$ cat config.mk
export PLATFORM = sky130hd
export DESIGN_NAME = d8m_frame_gen_flat
export DESIGN_NICKNAME = d
export VERILOG_FILES = /design/src/rtl/d8m_pkg.sv /design/src/rtl/d8m_frame_gen_if.sv /design/src/rtl/d8m_pattern_src.sv /design/src/rtl/d8m_frame_gen.sv /design/src/flat_wrapper.sv
export SDC_FILE = /design/constraint.sdc
export NUM_CORES = 1
export LEC_CHECK = 0
export ABC_AREA = 1
export CORE_AREA = 2 2 143 145
export DETAILED_ROUTE_END_ITERATION = 7
export DIE_AREA = 0 0 145 147
export RECOVER_POWER = 25
export SLEW_MARGIN = 10
export SYNTH_ARGS = -nofsm -noshare
export SYNTH_HDL_FRONTEND = slang
export SYNTH_SLANG_ARGS = --single-unit
$ cat constraint.sdc
create_clock -name iCLK -period 11.7 [get_ports iCLK]
set_input_delay 3.51 -clock iCLK [delete_from_list [all_inputs] [get_ports iCLK]]
set_output_delay 3.51 -clock iCLK [all_outputs]
set_load 0.05 [all_outputs]
$ cat src/rtl/d8m_pkg.sv
// d8m_pkg: shared types and constants for the synthetic D8M frame generator.
//   state_t   - frame sequencer states
//   pattern_t - test-pattern selector codes
//   LFSR seed/taps and a step helper for the optional noise pattern
package d8m_pkg;

  localparam int D8M_DATA_W = 12;

  typedef enum logic [2:0] {
    IDLE    = 3'd0,
    V_BLANK = 3'd1,
    F_LEAD  = 3'd2,
    ACTIVE  = 3'd3,
    H_BLANK = 3'd4,
    F_TAIL  = 3'd5
  } state_t;

  typedef enum logic [1:0] {
    PAT_HRAMP   = 2'd0,
    PAT_VRAMP   = 2'd1,
    PAT_CHECKER = 2'd2,
    PAT_SUM     = 2'd3
  } pattern_t;

  localparam logic [D8M_DATA_W-1:0] LFSR_SEED = 12'hACE;
  // x^12 + x^6 + x^4 + x + 1 -> feedback from bits 11, 5, 3, 0
  localparam logic [D8M_DATA_W-1:0] LFSR_TAPS = 12'h829;

  function automatic logic [D8M_DATA_W-1:0] lfsr_next(input logic [D8M_DATA_W-1:0] cur);
    return {cur[D8M_DATA_W-2:0], ^(cur & LFSR_TAPS)};
  endfunction

endpackage

$ cat src/rtl/d8m_frame_gen_if.sv
// d8m_frame_gen_if: video bus between the frame generator and the camera
// write/counter path.
//   oFVAL, oLVAL       - frame / line valid
//   oDATA              - 12-bit pixel, valid while oLVAL = 1
//   oX_Cont, oY_Cont   - active pixel / line index
// Modports: master (generator side), slave (consumer side).
interface d8m_frame_gen_if;
  import d8m_pkg::*;

  logic                  oFVAL;
  logic                  oLVAL;
  logic [D8M_DATA_W-1:0] oDATA;
  logic [15:0]           oX_Cont;
  logic [15:0]           oY_Cont;

  modport master (output oFVAL, output oLVAL, output oDATA, output oX_Cont, output oY_Cont);
  modport slave  (input  oFVAL, input  oLVAL, input  oDATA, input  oX_Cont, input  oY_Cont);
endinterface

$ cat src/rtl/d8m_pattern_src.sv
// d8m_pattern_src: combinational test-pattern generator; the parent registers data.
//   clk, rst     - clock / async active-high reset (LFSR only)
//   x, y         - pixel and line index of the pixel being produced
//   pattern      - pattern latched for the current frame
//   active       - a pixel is being produced this clock (LFSR advances)
//   frame_start  - F_LEAD is being entered (LFSR reseeds)
//   data         - pixel value
// Build option D8M_FRAME_GEN_LFSR_EN turns pattern 3 into a 12-bit LFSR.
module d8m_pattern_src
  import d8m_pkg::*;
(
  input  logic                  clk,
  input  logic                  rst,
  input  logic [15:0]           x,
  input  logic [15:0]           y,
  input  pattern_t              pattern,
  input  logic                  active,
  input  logic                  frame_start,
  output logic [D8M_DATA_W-1:0] data
);

  logic [D8M_DATA_W-1:0] noise;
  logic                  unused_bits;

`ifdef D8M_FRAME_GEN_LFSR_EN
  logic [D8M_DATA_W-1:0] lfsr_q;

  // Current value is emitted, then the register steps for the next pixel.
  always_ff @(posedge clk or posedge rst) begin
    if (rst)              lfsr_q <= LFSR_SEED;
    else if (frame_start) lfsr_q <= LFSR_SEED;
    else if (active)      lfsr_q <= lfsr_next(lfsr_q);
  end

  assign noise       = lfsr_q;
  assign unused_bits = ^{x[15:D8M_DATA_W], y[15:D8M_DATA_W]};
`else
  assign noise       = x[D8M_DATA_W-1:0] + y[D8M_DATA_W-1:0];
  assign unused_bits = ^{clk, rst, active, frame_start, x[15:D8M_DATA_W], y[15:D8M_DATA_W]};
`endif

  always_comb begin
    data = '0;
    case (pattern)
      PAT_HRAMP:   data = x[D8M_DATA_W-1:0];
      PAT_VRAMP:   data = y[D8M_DATA_W-1:0];
      PAT_CHECKER: data = (x[3] ^ y[3]) ? '1 : '0;
      PAT_SUM:     data = noise;
      default:     data = '0;
    endcase
  end

endmodule

$ cat src/rtl/d8m_frame_gen.sv
// d8m_frame_gen: synthetic D8M-style sensor source for bring-up/regression.
//   iCLK, iRST   - pixel clock, async active-high reset
//   iEN          - run request, sampled only at frame boundaries
//   iPATTERN     - test pattern, latched on entry to F_LEAD
//   vid          - video bus (FVAL, LVAL, DATA, X/Y counters), master side
//   oFRAME_CNT   - completed-frame count (wraps)
//   oBUSY        - high whenever the sequencer is not IDLE
// Build option D8M_FRAME_GEN_LFSR_EN: pattern 3 is a reseeded LFSR.
//
// state   | meaning
// IDLE    | stopped, waiting for iEN
// V_BLANK | FVAL low for V_BLANK_LINES line periods
// F_LEAD  | FVAL high, LVAL low before the first line
// ACTIVE  | FVAL/LVAL high, one pixel per clock
// H_BLANK | FVAL high, LVAL low, rest of the line period
// F_TAIL  | FVAL high, LVAL low after the last line
module d8m_frame_gen
  import d8m_pkg::*;
#(
  parameter int H_ACTIVE      = 640,
  parameter int LINE_CNT      = 792,
  parameter int V_ACTIVE      = 480,
  parameter int V_BLANK_LINES = 4,
  parameter int FVAL_LEAD     = 16,
  parameter int FVAL_TAIL     = 16
) (
  input  logic               iCLK,
  input  logic               iRST,
  input  logic               iEN,
  input  logic [1:0]         iPATTERN,
  d8m_frame_gen_if.master    vid,
  output logic [15:0]        oFRAME_CNT,
  output logic               oBUSY
);

  localparam int TMR_W   = 32;
  localparam int VB_CLKS = V_BLANK_LINES * LINE_CNT;

  state_t                state_q, state_d;
  logic [TMR_W-1:0]      tmr_q, tmr_d;
  logic [15:0]           x_q, x_d, y_q, y_d, fc_q, fc_d;
  pattern_t              pat_q;
  logic                  fval_q, lval_q, busy_q, tc, frame_start;
  logic [D8M_DATA_W-1:0] data_q, pat_data;

  assign tc = (tmr_q == '0);

  // Each state loads the down-counter with its length minus one on entry
  // and leaves on terminal count.
  always_comb begin
    state_d     = state_q;
    tmr_d       = tc ? '0 : tmr_q - 1'b1;
    x_d         = '0;
    y_d         = y_q;
    fc_d        = fc_q;
    frame_start = 1'b0;
    case (state_q)
      IDLE: begin
        if (iEN) begin
          state_d = V_BLANK;
          tmr_d   = TMR_W'(VB_CLKS - 1);
        end
      end
      V_BLANK: begin
        if (tc) begin
          state_d     = F_LEAD;
          tmr_d       = TMR_W'(FVAL_LEAD - 1);
          frame_start = 1'b1;
        end
      end
      F_LEAD: begin
        if (tc) begin
          state_d = ACTIVE;
          tmr_d   = TMR_W'(H_ACTIVE - 1);
        end
      end
      ACTIVE: begin
        if (tc) begin
          state_d = H_BLANK;
          tmr_d   = TMR_W'(LINE_CNT - H_ACTIVE - 1);
        end
      end
      H_BLANK: begin
        if (tc) begin
          y_d = y_q + 16'd1;
          if (y_q == 16'(V_ACTIVE - 1)) begin
            state_d = F_TAIL;
            tmr_d   = TMR_W'(FVAL_TAIL - 1);
          end else begin
            state_d = ACTIVE;
            tmr_d   = TMR_W'(H_ACTIVE - 1);
          end
        end
      end
      F_TAIL: begin
        if (tc) begin
          fc_d = fc_q + 16'd1;
          if (iEN) begin
            state_d = V_BLANK;
            tmr_d   = TMR_W'(VB_CLKS - 1);
          end else begin
            state_d = IDLE;
          end
        end
      end
      default: state_d = IDLE;
    endcase

    // X counts only across a line; it parks at 0 in every blanking interval.
    if (state_d == ACTIVE && state_q == ACTIVE) x_d = x_q + 16'd1;
    if (state_d == IDLE || state_d == V_BLANK) y_d = '0;
  end

  d8m_pattern_src u_pattern (
    .clk         (iCLK),
    .rst         (iRST),
    .x           (x_d),
    .y           (y_d),
    .pattern     (pat_q),
    .active      (state_d == ACTIVE),
    .frame_start (frame_start),
    .data        (pat_data)
  );

  // Outputs are registered from next-state values so every bus field
  // changes on the same edge as the state.
  always_ff @(posedge iCLK or posedge iRST) begin
    if (iRST) begin
      state_q <= IDLE;
      tmr_q   <= '0;
      x_q     <= '0;
      y_q     <= '0;
      fc_q    <= '0;
      pat_q   <= PAT_HRAMP;
      fval_q  <= 1'b0;
      lval_q  <= 1'b0;
      busy_q  <= 1'b0;
      data_q  <= '0;
    end else begin
      state_q <= state_d;
      tmr_q   <= tmr_d;
      x_q     <= x_d;
      y_q     <= y_d;
      fc_q    <= fc_d;
      if (frame_start) pat_q <= pattern_t'(iPATTERN);
      fval_q  <= (state_d == F_LEAD) || (state_d == ACTIVE) ||
                 (state_d == H_BLANK) || (state_d == F_TAIL);
      lval_q  <= (state_d == ACTIVE);
      busy_q  <= (state_d != IDLE);
      data_q  <= (state_d == ACTIVE) ? pat_data : '0;
    end
  end

  assign vid.oFVAL   = fval_q;
  assign vid.oLVAL   = lval_q;
  assign vid.oDATA   = data_q;
  assign vid.oX_Cont = x_q;
  assign vid.oY_Cont = y_q;
  assign oFRAME_CNT  = fc_q;
  assign oBUSY       = busy_q;

endmodule

$ cat src/flat_wrapper.sv
// flat-port wrapper written by rule: the top's interface ports become plain ports
module d8m_frame_gen_flat import d8m_pkg::*;
#(
  parameter int H_ACTIVE      = 640,
  parameter int LINE_CNT      = 792,
  parameter int V_ACTIVE      = 480,
  parameter int V_BLANK_LINES = 4,
  parameter int FVAL_LEAD     = 16,
  parameter int FVAL_TAIL     = 16
)
  (iCLK, iRST, iEN, iPATTERN, oFRAME_CNT, oBUSY, vid_oFVAL, vid_oLVAL, vid_oDATA, vid_oX_Cont, vid_oY_Cont);
  d8m_frame_gen_if vid_i ();
  input  logic iCLK;
  input  logic iRST;
  input  logic iEN;
  input  logic [1:0] iPATTERN;
  output logic [15:0] oFRAME_CNT;
  output logic oBUSY;
  output wire logic [$bits(vid_i.oFVAL)-1:0] vid_oFVAL;
  output wire logic [$bits(vid_i.oLVAL)-1:0] vid_oLVAL;
  output wire logic [$bits(vid_i.oDATA)-1:0] vid_oDATA;
  output wire logic [$bits(vid_i.oX_Cont)-1:0] vid_oX_Cont;
  output wire logic [$bits(vid_i.oY_Cont)-1:0] vid_oY_Cont;
  assign vid_oFVAL = vid_i.oFVAL;
  assign vid_oLVAL = vid_i.oLVAL;
  assign vid_oDATA = vid_i.oDATA;
  assign vid_oX_Cont = vid_i.oX_Cont;
  assign vid_oY_Cont = vid_i.oY_Cont;
  d8m_frame_gen #(.H_ACTIVE(H_ACTIVE), .LINE_CNT(LINE_CNT), .V_ACTIVE(V_ACTIVE), .V_BLANK_LINES(V_BLANK_LINES), .FVAL_LEAD(FVAL_LEAD), .FVAL_TAIL(FVAL_TAIL)) u_core (.iCLK(iCLK), .iRST(iRST), .iEN(iEN), .iPATTERN(iPATTERN), .vid(vid_i), .oFRAME_CNT(oFRAME_CNT), .oBUSY(oBUSY));
endmodule
# Yosys cells after proc, flatten, opt, wreduce, memory -nomap -nowiden

Cells that the tools add are included.

Input port bits: 5
Register bits after elaboration: 100
Word-level logic and storage cells: 72
Output and inout bits: 63

Add/sub/neg operators: 5
Mux-type cells: 27
Reduce and logical (&&, ||, !) cells: 14
Equal/unequal tests: 14
Bitwise gates (word level): 1

Operators by type and width:

| kind                    | count |
|---|---|
| $mux W32                | 7 |
| $pmux W32 S6            | 1 |
| $mux W16                | 4 |
| $add A16 B1 Y16 const B | 3 |
| $pmux W12 S4            | 1 |
| $logic_not A32 Y1       | 1 |
| $sub A32 B1 Y32 const B | 1 |
| $mux W12                | 2 |
| $mux W3                 | 7 |
| $pmux W3 S6             | 1 |
| $eq A16 B9 Y1 const B   | 1 |
| $add A12 B12 Y12        | 1 |
| $eq A3 B2 Y1 const B    | 4 |
| $eq A3 B3 Y1 const B    | 4 |
| $mux W10                | 1 |
| $eq A3 B1 Y1 const B    | 2 |
| $logic_not A3 Y1        | 2 |
| $eq A2 B2 Y1 const B    | 2 |
| $logic_or A1 B1 Y1      | 4 |
| $reduce_and A2 Y1       | 2 |
| $reduce_bool A2 Y1      | 2 |
| $mux W1                 | 3 |
| $reduce_bool A3 Y1      | 1 |
| $eq A2 B1 Y1 const B    | 1 |
| other kinds (3)         | 3 |

# Logic depth before layout (Yosys ltp)

Gate-level depths: netlist (run 1).

Depth after elaboration: 11
Mapped depth: 25
Depth with buffers taken out: 24

# Hierarchy

A second synthesis (run 1) with hierarchy kept.

Cells, all modules: 935
Area total of the unflattened synthesis: 6641.4 µm²

By module, submodules not included:

| module          | cells an instance | area each (µm²) | times used | seq. area each (µm²) |
|---|---|---|---|---|
| d8m_frame_gen   | 761               | 5726.7          | 1          | 2502.4 |
| d8m_pattern_src | 174               | 914.6           | 1          | 0.0 |

# Worst setup path after synthesis (run 1)

Ideal clock, no wire load.

Path kind: input port to flip-flop
From: in iEN
To: reg u_core.data_q[6], in the netlist u_core.vid.oDATA[6]
Path buffers: 0
Arrival time: 4732 ps
Setup slack: 6890 ps
Stages on the path: 13
Cell sequence: inv_1 -> nor2_1 -> nand2_1 -> inv_1 -> nor2_1 -> o21ai_0 -> nand2_1 -> o21ai_1 -> nand2_1 -> nor2_2 -> inv_1 -> nand2_1 -> a21boi_1

Cells in the longest elaborated chain, start to end: 10
Elaborated cells between the ends (all ways): 16
Classes of those cells: add/sub: 1; eq/ne: 2; mux: 9; bitwise: 1; reduce/logical: 3

RTL lines:

| what                                                     | RTL line             | RTL |
|---|---|---|
| start: declaration                                       | flat_wrapper.sv:15   | `input logic iEN;` |
| $mux W1                                                  | d8m_frame_gen.sv:98  | `if (iEN) begin` |
| $mux W3                                                  | d8m_frame_gen.sv:96  | `if (tc) begin` |
| $pmux W3 S6 (*)                                          | d8m_frame_gen.sv:57  | `case (state_q)` |
| via u_core.state_d[0]                                    | d8m_frame_gen.sv:39  | `state_t state_q, state_d;` |
| branches (longest 6 deep; another with $add A12 B12 Y12) | --                   |  |
| $mux W12 (*)                                             | d8m_frame_gen.sv:150 | `data_q <= (state_d == ACTIVE) ? pat_data : '0;` |
| end signal: assignment                                   | d8m_frame_gen.sv:150 |  |
| end: declaration                                         | d8m_frame_gen.sv:44  | `logic [D8M_DATA_W-1:0] data_q, pat_data;` |

Mark *: on every way through the listed nets, which the timed path passes.
A chain may end at the register's enable or synchronous reset.

# Worst setup path in the final report (run 1)

From: in iEN
To: reg u_core.data_q[10], in the netlist u_core.vid.oDATA[10]

Same word-level chain as after synthesis.

==> out/qor.yml, run 1 <==
status: "finished, violations left"
violations: "capacitance limit, slew limit"
grt_pass1_wl_mm: 23.8
finalCritPeriodShare_pct: 49.6
routedWlPerCell_um: 13.3
syn_inst: 727
routed_via_density: 4.52
clock_sinks: 100
criticalPathCategory: "primary input to flip-flop"
yosys.area.top_type: "dfrtp_1"
floorplan.initialDensity_pct: 29.3
synth_seq_area_share_pct: 43.0
netlist_area_um2: 5820
max-slew-margin-rel_pct: -14.0
vdd_drop_max_v: 0.0000649
cts-root-buf: "clkbuf_16"
rows: 52
most-common-layout-cells: "137 x nand2_1, 123 x nor2_1, 100 x dfrtp_1, 88 x inv_1, 66 x clkdlybuf4s50_1"
ios: 68
diodes: 0
mostFrequentLayoutCell: "nand2_1"
cts.hold.buffers_added: 0
via_count: 4857
p_leak_nw: 3.20
tns_ns: 0
fp.dieW_um: 145
yosys-top-cells-area: "dfrtp_1 43%, nand2_1 8.4%, nor2_1 7.5%"
clockBufferDepth: 2
synth.distinct_cells: 51
hp-class: "flip-flop to flip-flop"
synth_edf_count: 0
rsz0062_at_grt: "false"
drv_cap: 1
grt_antenna_before_repair: 0
wl_mm: 14.3
track_usage_pct: 13.8
endpoint_kind: "flip-flop"
antenna_violating_nets_post_route: 0
tritoncts: "built"
core_area_um2: 19800
dp_hpwl_mm: 10.9
critPathMaxFanout: 24
postSynthAreaPerCell_um2: 8.01
first_iter_violations: 354
portBuffers: 67
drv_slew: 39
syn-num-nets: 747
ys_ff_latch: 100
cts_resized: 0
synth_top_cell_area_share_pct: 43.0
tightestPinTransition_ns: 1.70
cts_setup_buffers: 0
synthFlopType: "dfrtp_1"
clock_skew_ns: 0.00830
max_freq_ghz: 0.172
fillCellCount: 2086
drt_first_pass_iters: 4
fin_crit_ns: 5.80
first_global_vias: 4855
async_reset_ff_share_pct: 100
drive_gt1_share_pct: 6.34
dp.cells: 1060
setup_viol: 0
crit_path_start_kind: "primary input"
grt_overflow_total: 0
drc: 0
h-tree-depth: 3
clock_latency_ns: 0.35
die_area_um2: 21300
numCtsBuffers: 9
die_h_um: 147
grt_max_degree: 64
gp_congestion: 0.856
synth-warning-count: 0
crit_arrival_ns: 6.08
hold_viol: 0
p_per_area_nw_per_um2: 93.4
clkTransAtPathRegs_ns: 0.07
fin_nets: 821
timing.critical_path.required_ns: 11.98
fin_cells: 1075
synthToLayoutAreaGrowth_pct: 21.0
-- worst paths after layout --
path	cells past startpoint	startpoint	end	slack, ns
max in group asynchronous	3	iRST	u_core.oFRAME_CNT[4]	6.18
max	13	iEN	u_core.vid.oDATA[10]	5.90
max reg2reg	21	u_core.tmr_q[0]	u_core.vid.oDATA[7]	6.89
min	1	u_core.tmr_q[0]	u_core.tmr_q[0]	0.44
min reg2reg	1	u_core.tmr_q[0]	u_core.tmr_q[0]	0.44
min in group asynchronous	2	iRST	u_core.oFRAME_CNT[15]	4.03
-- power by group --
part | switching [mW] | internal [mW]
combinational | 0.0104 | 0.00263
sequential | 0.000724 | 0.346
clock | 0.128 | 0.170
-- through the flow --
step / total power [mW] / cell area [µm²] / hold slack [ns] / utilization (%) / setup WS, ns
floorplan: 0.362 / 5820 / 0.420 / - / 5.57
global placement: 0.367 / 6810 / 0.437 / 34.3 / 5.53
detailed placement: 0.367 / 6810 / 0.438 / 34.3 / 5.50
CTS: 0.669 / 7100 / 0.447 / 35.8 / 5.86
global route: 0.684 / 7040 / 0.479 / 35.5 / 5.58
finish: 0.658 / 7040 / 0.444 / 35.5 / 5.90
-- synth_stat cells (2+ instances only) --
cell type / instances
a2111oi_0: 2
a211oi_1: 3
a21oi_1: 31
a31o_2: 4
a31oi_1: 3
clkbuf_1: 2
clkinv_1: 3
dfrtp_1: 100
ha_1: 14
inv_1: 88
inv_2: 2
mux2_2: 2
nand2_1: 131
nand2_2: 16
nand2_4: 3
nand3_1: 46
nand3_2: 2
nand3b_1: 6
nand4_1: 11
nor2_1: 117
nor2_2: 11
nor2_4: 5
nor2_8: 2
nor3_1: 18
nor3b_1: 4
nor4_1: 6
o211ai_1: 3
o21a_1: 3
o21ai_0: 15
o21bai_1: 4
or2_1: 2
xnor2_1: 19
xor2_1: 31
-- cells by family after synthesis --
| family | synth area share, % |
|---|---|
| buffers and inverters | 6.47 |
| DFF | 43.0 |
| and+or+nand+nor | 30.4 |
| adders and majority gates | 3.35 |
| AOI/OAI and AO/OA | 8.86 |
| xor gates and xnor gates | 7.52 |
| muxes | 0.387 |
-- metal layers --
layer | track usage (%) | wire length, µm | up-vias
met5 | 0 | 0 | -
met4 | 4.50 | 202 | 0
li1 | - | - | 2509
met3 | 2.92 | 554 | 12
met2 | 22.4 | 6730 | 83
met1 | 18.4 | 6860 | 2253
-- flip-flops by register name, summed over array words and instances (netlist names) --
name	flops
u_core.vid.oLVAL	1
u_core.oFRAME_CNT	16
u_core.tmr_q	32
u_core.vid.oDATA	12
u_core.oBUSY	1
u_core.vid.oX_Cont	16
u_core.pat_q	2
u_core.vid.oY_Cont	16
u_core.vid.oFVAL	1
u_core.state_q	3
-- worst max-delay path: stages --
cell and delay, ns:
clkdlybuf4s50_1 0.48, inv_1 0.08, nor2_1 0.12, nand2_1 0.12, nand2_1 0.64, nand2_1 0.11
o21ai_1 0.14, nand2_1 0.10, nor2_2 0.34, inv_1 0.19, nand2_1 0.10, inv_1 0.04
a21oi_1 0.10
-- layout make-up --
| type | instances | area, µm² | share of cell area [%] |
|---|---|---|---|
| sequential | 100 | 2500 | 35.5 |
| timing repair buffer | 68 | 678 | 9.63 |
| tap | 270 | 338 | 4.80 |
| clock buffer | 11 | 243 | 3.45 |
| clock inverter | 4 | 50.0 | 0.711 |
| inverter | 93 | 350 | 4.98 |
| multi-input combinational | 529 | 2880 | 40.9 |
Power figures use the tool's default switching activity.
==> run 2: changes to the inputs <==
clock period = 5 ns   (was 11.7 ns; I/O delays follow)
==> out/qor.yml, run 2 (same netlist as run 1, synthesis figures left out) <==
status: "finished, violations left"  # unchanged
violations: "capacitance limit, slew limit"  # unchanged
via_count: 4956  # was 4,857
ios: 68  # unchanged
most-common-layout-cells: "134 x nand2_1, 121 x nor2_1, 100 x dfrtp_1, 88 x inv_1, 66 x clkdlybuf4s50_1"  # was 137 x nand2_1, 123 x nor2_1, 100 x dfrtp_1, 88 x inv_1, 66 x clkdlybuf4s50_1
vdd_drop_max_v: 0.000163  # was 0.0000649 V
netSwitchingFraction_pct: 22.1  # was 21.2%
hold_viol: 0  # unchanged
clock_sinks: 100  # unchanged
use_met1_pct: 18.6  # was 18.4%
place_ws_ns: 1.17  # was 5.50 ns
critPathMaxFanout: 11  # was 24
die_h_um: 147  # unchanged
gp_congestion: 0.898  # was 0.856
cts_resized: 0  # unchanged
antenna_violating_nets_post_route: 0  # unchanged
power_switching_mw: 0.331  # was 0.139 mW
hp-class: "flip-flop to flip-flop"  # unchanged
mostFrequentLayoutCell: "nand2_1"  # unchanged
clkTransAtPathRegs_ns: 0.07  # about the same
largest_reg_flops: 32  # unchanged
grt_antenna_before_repair: 0  # unchanged
power_frac_clock_pct: 43.6  # was 45.3%
regMostFlops: "u_core.tmr_q"  # unchanged
drv_slew: 65  # was 39
tritoncts: "built"  # unchanged
crit_path_end: "u_core.vid.oDATA[9]"  # was u_core.vid.oDATA[10]
drv_cap: 1  # unchanged
fp.dieW_um: 145  # unchanged
tightestPinTransition_ns: 2.56  # was 1.70 ns
wl_mm: 14.4  # was 14.3 mm
max_freq_ghz: 0.251
p_leak_nw: 3.24  # was 3.20 nW
worst_slack_ns: 1.02  # was 5.90 ns
grt_pass1_wl_mm: 24.3  # was 23.8 mm
routed_via_density: 4.61  # was 4.52
h-tree-depth: 3  # unchanged
synthToLayoutAreaGrowth_pct: 21.3  # was 21.0%
numCtsBuffers: 9  # unchanged
crit_path_start_kind: "flip-flop"  # was primary input
track_usage_pct: 14.0  # was 13.8%
floorplan.initialDensity_pct: 29.3  # unchanged
fin_nets: 822  # was 821
ff2ff_setup_slack_ns: 1.02  # was 6.89 ns
grt_overflow_total: 0  # unchanged
grt_max_degree: 66  # was 64
setup_viol: 0  # unchanged
criticalPathCategory: "flip-flop to flip-flop"  # was primary input to flip-flop
endpoint_kind: "flip-flop"  # unchanged
portBuffers: 67  # unchanged
crit_family: "simple AND/OR/NAND/NOR gates"  # unchanged
fillCellCount: 2078  # was 2,086
first_global_vias: 4869  # was 4,855
tns_ns: 0  # unchanged
crit_arrival_ns: 4.25  # was 6.08 ns
first_iter_violations: 270  # was 354
clock_skew_ns: 0.00702  # was 0.00830 ns
path_buf_inv: 2  # was 4
routedWlPerCell_um: 13.4  # was 13.3 µm
clockBufferDepth: 2  # unchanged
core_area_um2: 19800  # unchanged
grt_use_met2_pct: 23.0  # was 22.4%
drt_first_pass_iters: 5  # was 4
finalCritPeriodShare_pct: 79.6
cts-root-buf: "clkbuf_16"  # unchanged
dp_hpwl_mm: 11.0  # was 10.9 mm
postLayoutCoreUtil_pct: 35.6  # was 35.5%
rows: 52  # unchanged
max_stage_delay_ns: 0.41  # was 0.64 ns
fin_crit_ns: 3.98
die_area_um2: 21300  # unchanged
clock_latency_ns: 0.35  # about the same
drive_gt1_share_pct: 7.07  # was 6.34%
power_frac_seq_pct: 54.3  # was 52.7%
grtUsageMet3_pct: 3.39  # was 2.92%
reg2reg_depth: 23  # was 21
crit_chain: "inv_1 > ha_1 > nand2_4 > nor2_1 > nand2_1 > nor2_8 > nand2_2 > nand2_2 > nor2_2 > nor2_4 > nand2_2 > inv_2 > nor2_1 > ha_1 > a21oi_1 > nor2_1 > a211oi_1 > nand2_2 > nand2_1 > nand2_1 > nand2_1 > nand3_1 > a21oi_1"  # was clkdlybuf4s50_1 > inv_1 > nor2_1 > nand2_1 > nand2_1 > nand2_1 > o21ai_1 > nand2_1 > nor2_2 > inv_1 > nand2_1 > inv_1 > a21oi_1
rsz0062_at_grt: "false"  # unchanged
cts.hold.buffers_added: 0  # unchanged
p_per_area_nw_per_um2: 212  # was 93.4 nW/µm²
cts_setup_buffers: 0  # unchanged
p_int_mw: 1.16  # was 0.519 mW
max-slew-margin-rel_pct: -70.8  # was -14.0%
drc: 0  # unchanged
slowest_stage: "nor2_1"  # was nand2_1
power_frac_comb_pct: 2.1  # was 2.0%
r2r_start: "u_core.tmr_q[0]"  # unchanged
timing.critical_path.required_ns: 5.27  # was 11.98 ns
reg2reg_to: "u_core.vid.oDATA[9]"  # was u_core.vid.oDATA[7]
busiest_layer: "met2"  # unchanged
crit_start: "u_core.tmr_q[0]"  # was iEN
cp_num_cells: 23  # was 13
diodes: 0  # unchanged
==> run 2: cell types whose count changed in the layout (fill, tap and decap cells not counted), sizes merged <==
cell	before	now
inv	89	90
bufinv	1	0
buf	1	2
clkinvlp	3	1
clkinv	4	6
==> run 2: worst min path at each step <==
stage	startpoint	slack, ns	to	cells past startpoint
2_1_floorplan	u_core.tmr_q[0]	0.42	u_core.tmr_q[0]	1
3_3_place_gp	u_core.tmr_q[0]	0.44	u_core.tmr_q[0]	1
3_5_place_dp	u_core.tmr_q[0]	0.44	u_core.tmr_q[0]	1
4_1_cts	u_core.tmr_q[0]	0.47	u_core.tmr_q[0]	1
5_1_grt	u_core.tmr_q[0]	0.50	u_core.tmr_q[0]	1
6_report	u_core.tmr_q[0]	0.46	u_core.tmr_q[0]	1
==> run 2: power groups by stage <==
stage | Clock [mW] | Combinational [mW] | Sequential [mW]
after detailed placement | 0 | 0.0341 | 0.826
final | 0.652 | 0.0319 | 0.811
after CTS | 0.676 | 0.0343 | 0.811
after global placement | 0 | 0.0344 | 0.827
after global routing | 0.705 | 0.0381 | 0.811
after floorplan | 0 | 0.0208 | 0.825
==> run 2: cell type report <==
cell class	instances	area, µm²	share of cell area (%)
inverters	93	349	4.94
clock inverters	4	26.3	0.372
repair buffers	69	698	9.89
clock buffers	11	243	3.44
well taps	270	338	4.78
flip-flops and latches	100	2500	35.4
multi-input cells	529	2910	41.1
==> run 2: stage by stage <==
| step | cells | hold WS, ns | cell area, µm² | power, mW |
|---|---|---|---|---|
| after global routing | 1076 | 0.501 | 7060 | 1.55 |
| after CTS | 1076 | 0.465 | 7100 | 1.52 |
| after detailed placement | 1061 | 0.440 | 6830 | 0.861 |
| after global placement | 1061 | 0.437 | 6830 | 0.861 |
| after floorplan | 727 | 0.420 | 5820 | 0.846 |
| final | 1076 | 0.460 | 7060 | 1.50 |
==> run 2: layer usage <==
layer  wire, µm  vias to the layer above
li1           -                     2503
met4        142                        0
met3        606                        7
met1       6860                     2356
met2       6820                       90
met5          0                        -
==> run 2: worst reg2reg max path: cells and delay by family (launching register included) <==
kind,cells,cell delay (ns)
buffers and inverters,2,0.29
AO/OA/AOI/OAI,3,0.60
AND/OR/NAND/NOR,16,2.04
adder cells (fa/ha/maj),2,0.59
flip-flops,1,0.38
==> run 3: changes to the inputs <==
clock period = 3.4 ns   (was 5 ns; I/O delays follow)
==> out/qor.yml, run 3 (same netlist as run 1, synthesis figures left out) <==
status: "finished clean"  # was finished, violations left
ios: 68  # unchanged
floorplan.initialDensity_pct: 29.3  # unchanged
gp_congestion: 0.887  # was 0.898
drive_gt1_share_pct: 14.0  # was 7.07%
diodes: 0  # unchanged
multiInputGateArea_um2: 3040  # was 2910 µm²
clock_skew_ns: 0.0112  # was 0.00702 ns
endpoint_kind: "flip-flop"  # unchanged
vdd_drop_max_v: 0.000227  # was 0.000163 V
hold_viol: 0  # unchanged
drt_first_pass_iters: 5  # unchanged
die_area_um2: 21300  # unchanged
drv_slew: 0  # was 65
setup_viol: 0  # unchanged
tightestPinTransition_ns: 1.41  # was 2.56 ns
hp-class: "flip-flop to flip-flop"  # unchanged
clock_latency_ns: 0.35  # about the same
fin_nets: 850  # was 822
max_freq_ghz: 0.317  # was 0.251 GHz
max-slew-margin-rel_pct: 5.83  # was -70.8%
crit_arrival_ns: 3.43  # was 4.25 ns
p_leak_nw: 3.48  # was 3.24 nW
crit_path_start_kind: "flip-flop"  # unchanged
path_buf_inv: 3  # was 2
grt_antenna_before_repair: 0  # unchanged
fin_crit_ns: 3.16  # was 3.98 ns
via_count: 5117  # was 4,956
fp.dieW_um: 145  # unchanged
seq_area_um2: 2500  # about the same
drc: 0  # unchanged
first_global_vias: 4875  # was 4,869
wl_mm: 15.2  # was 14.4 mm
antenna_violating_nets_post_route: 0  # unchanged
p_per_area_nw_per_um2: 315  # was 212 nW/µm²
cts-root-buf: "clkbuf_16"  # unchanged
h-tree-depth: 3  # unchanged
criticalPathCategory: "flip-flop to flip-flop"  # unchanged
mostFrequentLayoutCell: "nand2_1"  # unchanged
grt_max_degree: 101  # was 66
rsz0062_at_grt: "true"  # was false
first_iter_violations: 324  # was 270
portBuffers: 67  # unchanged
most-common-layout-cells: "129 x nand2_1, 109 x nor2_1, 98 x dfrtp_1, 87 x inv_1, 66 x clkdlybuf4s50_1"  # was 134 x nand2_1, 121 x nor2_1, 100 x dfrtp_1, 88 x inv_1, 66 x clkdlybuf4s50_1
dp_hpwl_mm: 11.5  # was 11.0 mm
timing.critical_path.required_ns: 3.67  # was 5.27 ns
critPathMaxFanout: 10  # was 11
regMostFlops: "u_core.tmr_q"  # unchanged
die_h_um: 147  # unchanged
clockBufferDepth: 2  # unchanged
postLayoutCoreUtil_pct: 37.5  # was 35.6%
track_usage_pct: 14.3  # was 14.0%
grt_overflow_total: 0  # unchanged
largest_reg_flops: 32  # unchanged
max_stage_delay_ns: 0.38  # was 0.41 ns
drv_cap: 0  # was 1
routed_via_density: 4.63  # was 4.61
fillCellCount: 2055  # was 2,078
clkTransAtPathRegs_ns: 0.07  # about the same
synthToLayoutAreaGrowth_pct: 28.0  # was 21.3%
rows: 52  # unchanged
crit_family: "simple AND/OR/NAND/NOR gates"  # unchanged
clock_sinks: 100  # unchanged
core_area_um2: 19800  # unchanged
place_ws_ns: -0.0156  # was 1.17 ns
grt_pass1_wl_mm: 24.7  # was 24.3 mm
slowest_stage: "dfrtp_1"  # was nor2_1
path_common_cell: "nand2_2"
total_power_mw: 2.34  # was 1.50 mW
numCtsBuffers: 9  # unchanged
worst_slack_ns: 0.244  # was 1.02 ns
finalCritPeriodShare_pct: 92.8  # was 79.6%
holdWs_ns: 0.450  # was 0.460 ns
tritoncts: "built"  # unchanged
routedWlPerCell_um: 13.7  # was 13.4 µm
## run 3: changes by cell type in the layout (fill, tap and decap cells not counted), sizes merged
cell      before  now
buf            2   29
bufinv         0    2
clkinvlp       1    3
inv           90   91
clkinv         6    3
clkbuf        11   10
## run 3: metal layers
layer	vias up	routed length (µm)	GRT usage [%]
li1	2569	-	-
met1	2437	7090	19.1
met2	93	7300	23.2
met3	18	539	2.95
met4	0	252	4.80
met5	-	0	0
## run 3: timing repair
action / CTS / global route
hold buffers: 0 / 0
buffers inserted: 0 / 5
gates cloned: 0 / 0
resized for setup: 1 / 30
endpoints found under the setup margin: 6 / 10
pin swaps: 0 / 6
## run 3: stage by stage
step,area [µm²],setup TNS (ns),cells
floorplan,5820,0,727
global placement,7010,-0.0150,1084
detailed placement,7010,-0.0373,1084
CTS,7320,0,1099
global route,7450,-0.00675,1104
finish,7450,0,1104
## run 3: worst reg2reg max path, cell delays in order, from the launching register on
cell and delay, ns:
dfrtp_1 0.38, inv_1 0.08, ha_2 0.21, nand2_4 0.09, nor2_8 0.15, nand2_2 0.08, nor2_4 0.15, nand2_2 0.07
nand2_2 0.11, nand2_2 0.08, nor2_4 0.12, nand2_2 0.07, buf_4 0.19, nand2_1 0.09, inv_1 0.07, ha_1 0.29
a21o_1 0.19, nand2_2 0.06, nand2_2 0.07, nand2_2 0.07, nand2_2 0.06, nand2_1 0.10, nand2_1 0.06, nand2_1 0.05
nand3_1 0.06, a21oi_1 0.13
## run 3: report_power, final
group | leakage [nW] | internal, mW | switching (mW)
logic | 1.99 | 0.0108 | 0.0380
clock network | 0.148 | 0.642 | 0.460
registers | 1.34 | 1.19 | 0.00277
total | 3.48 | 1.84 | 0.501
## run 3: final cells by class
cell class              count  area share (%)
multi-input cells         529            40.8
clock buffers               9            3.02
flip-flops and latches    100            33.6
well taps                 270            4.54
inverters                  93            4.77
clock inverters             6            1.19
repair buffers             97            12.0
## run 3: final timing paths
| kind | slack [ns] | depth (start not counted) | to | start |
|---|---|---|---|---|
| max | 0.24 | 25 | u_core.vid.oDATA[9] | u_core.tmr_q[0] |
| min | 0.45 | 1 | u_core.tmr_q[0] | u_core.tmr_q[0] |
| max reg2reg | 0.24 | 25 | u_core.vid.oDATA[9] | u_core.tmr_q[0] |
| min reg2reg | 0.45 | 1 | u_core.tmr_q[0] | u_core.tmr_q[0] |
| max in group asynchronous | 0.78 | 3 | u_core.tmr_q[18] | iRST |
| min in group asynchronous | 1.69 | 3 | u_core.tmr_q[14] | iRST |
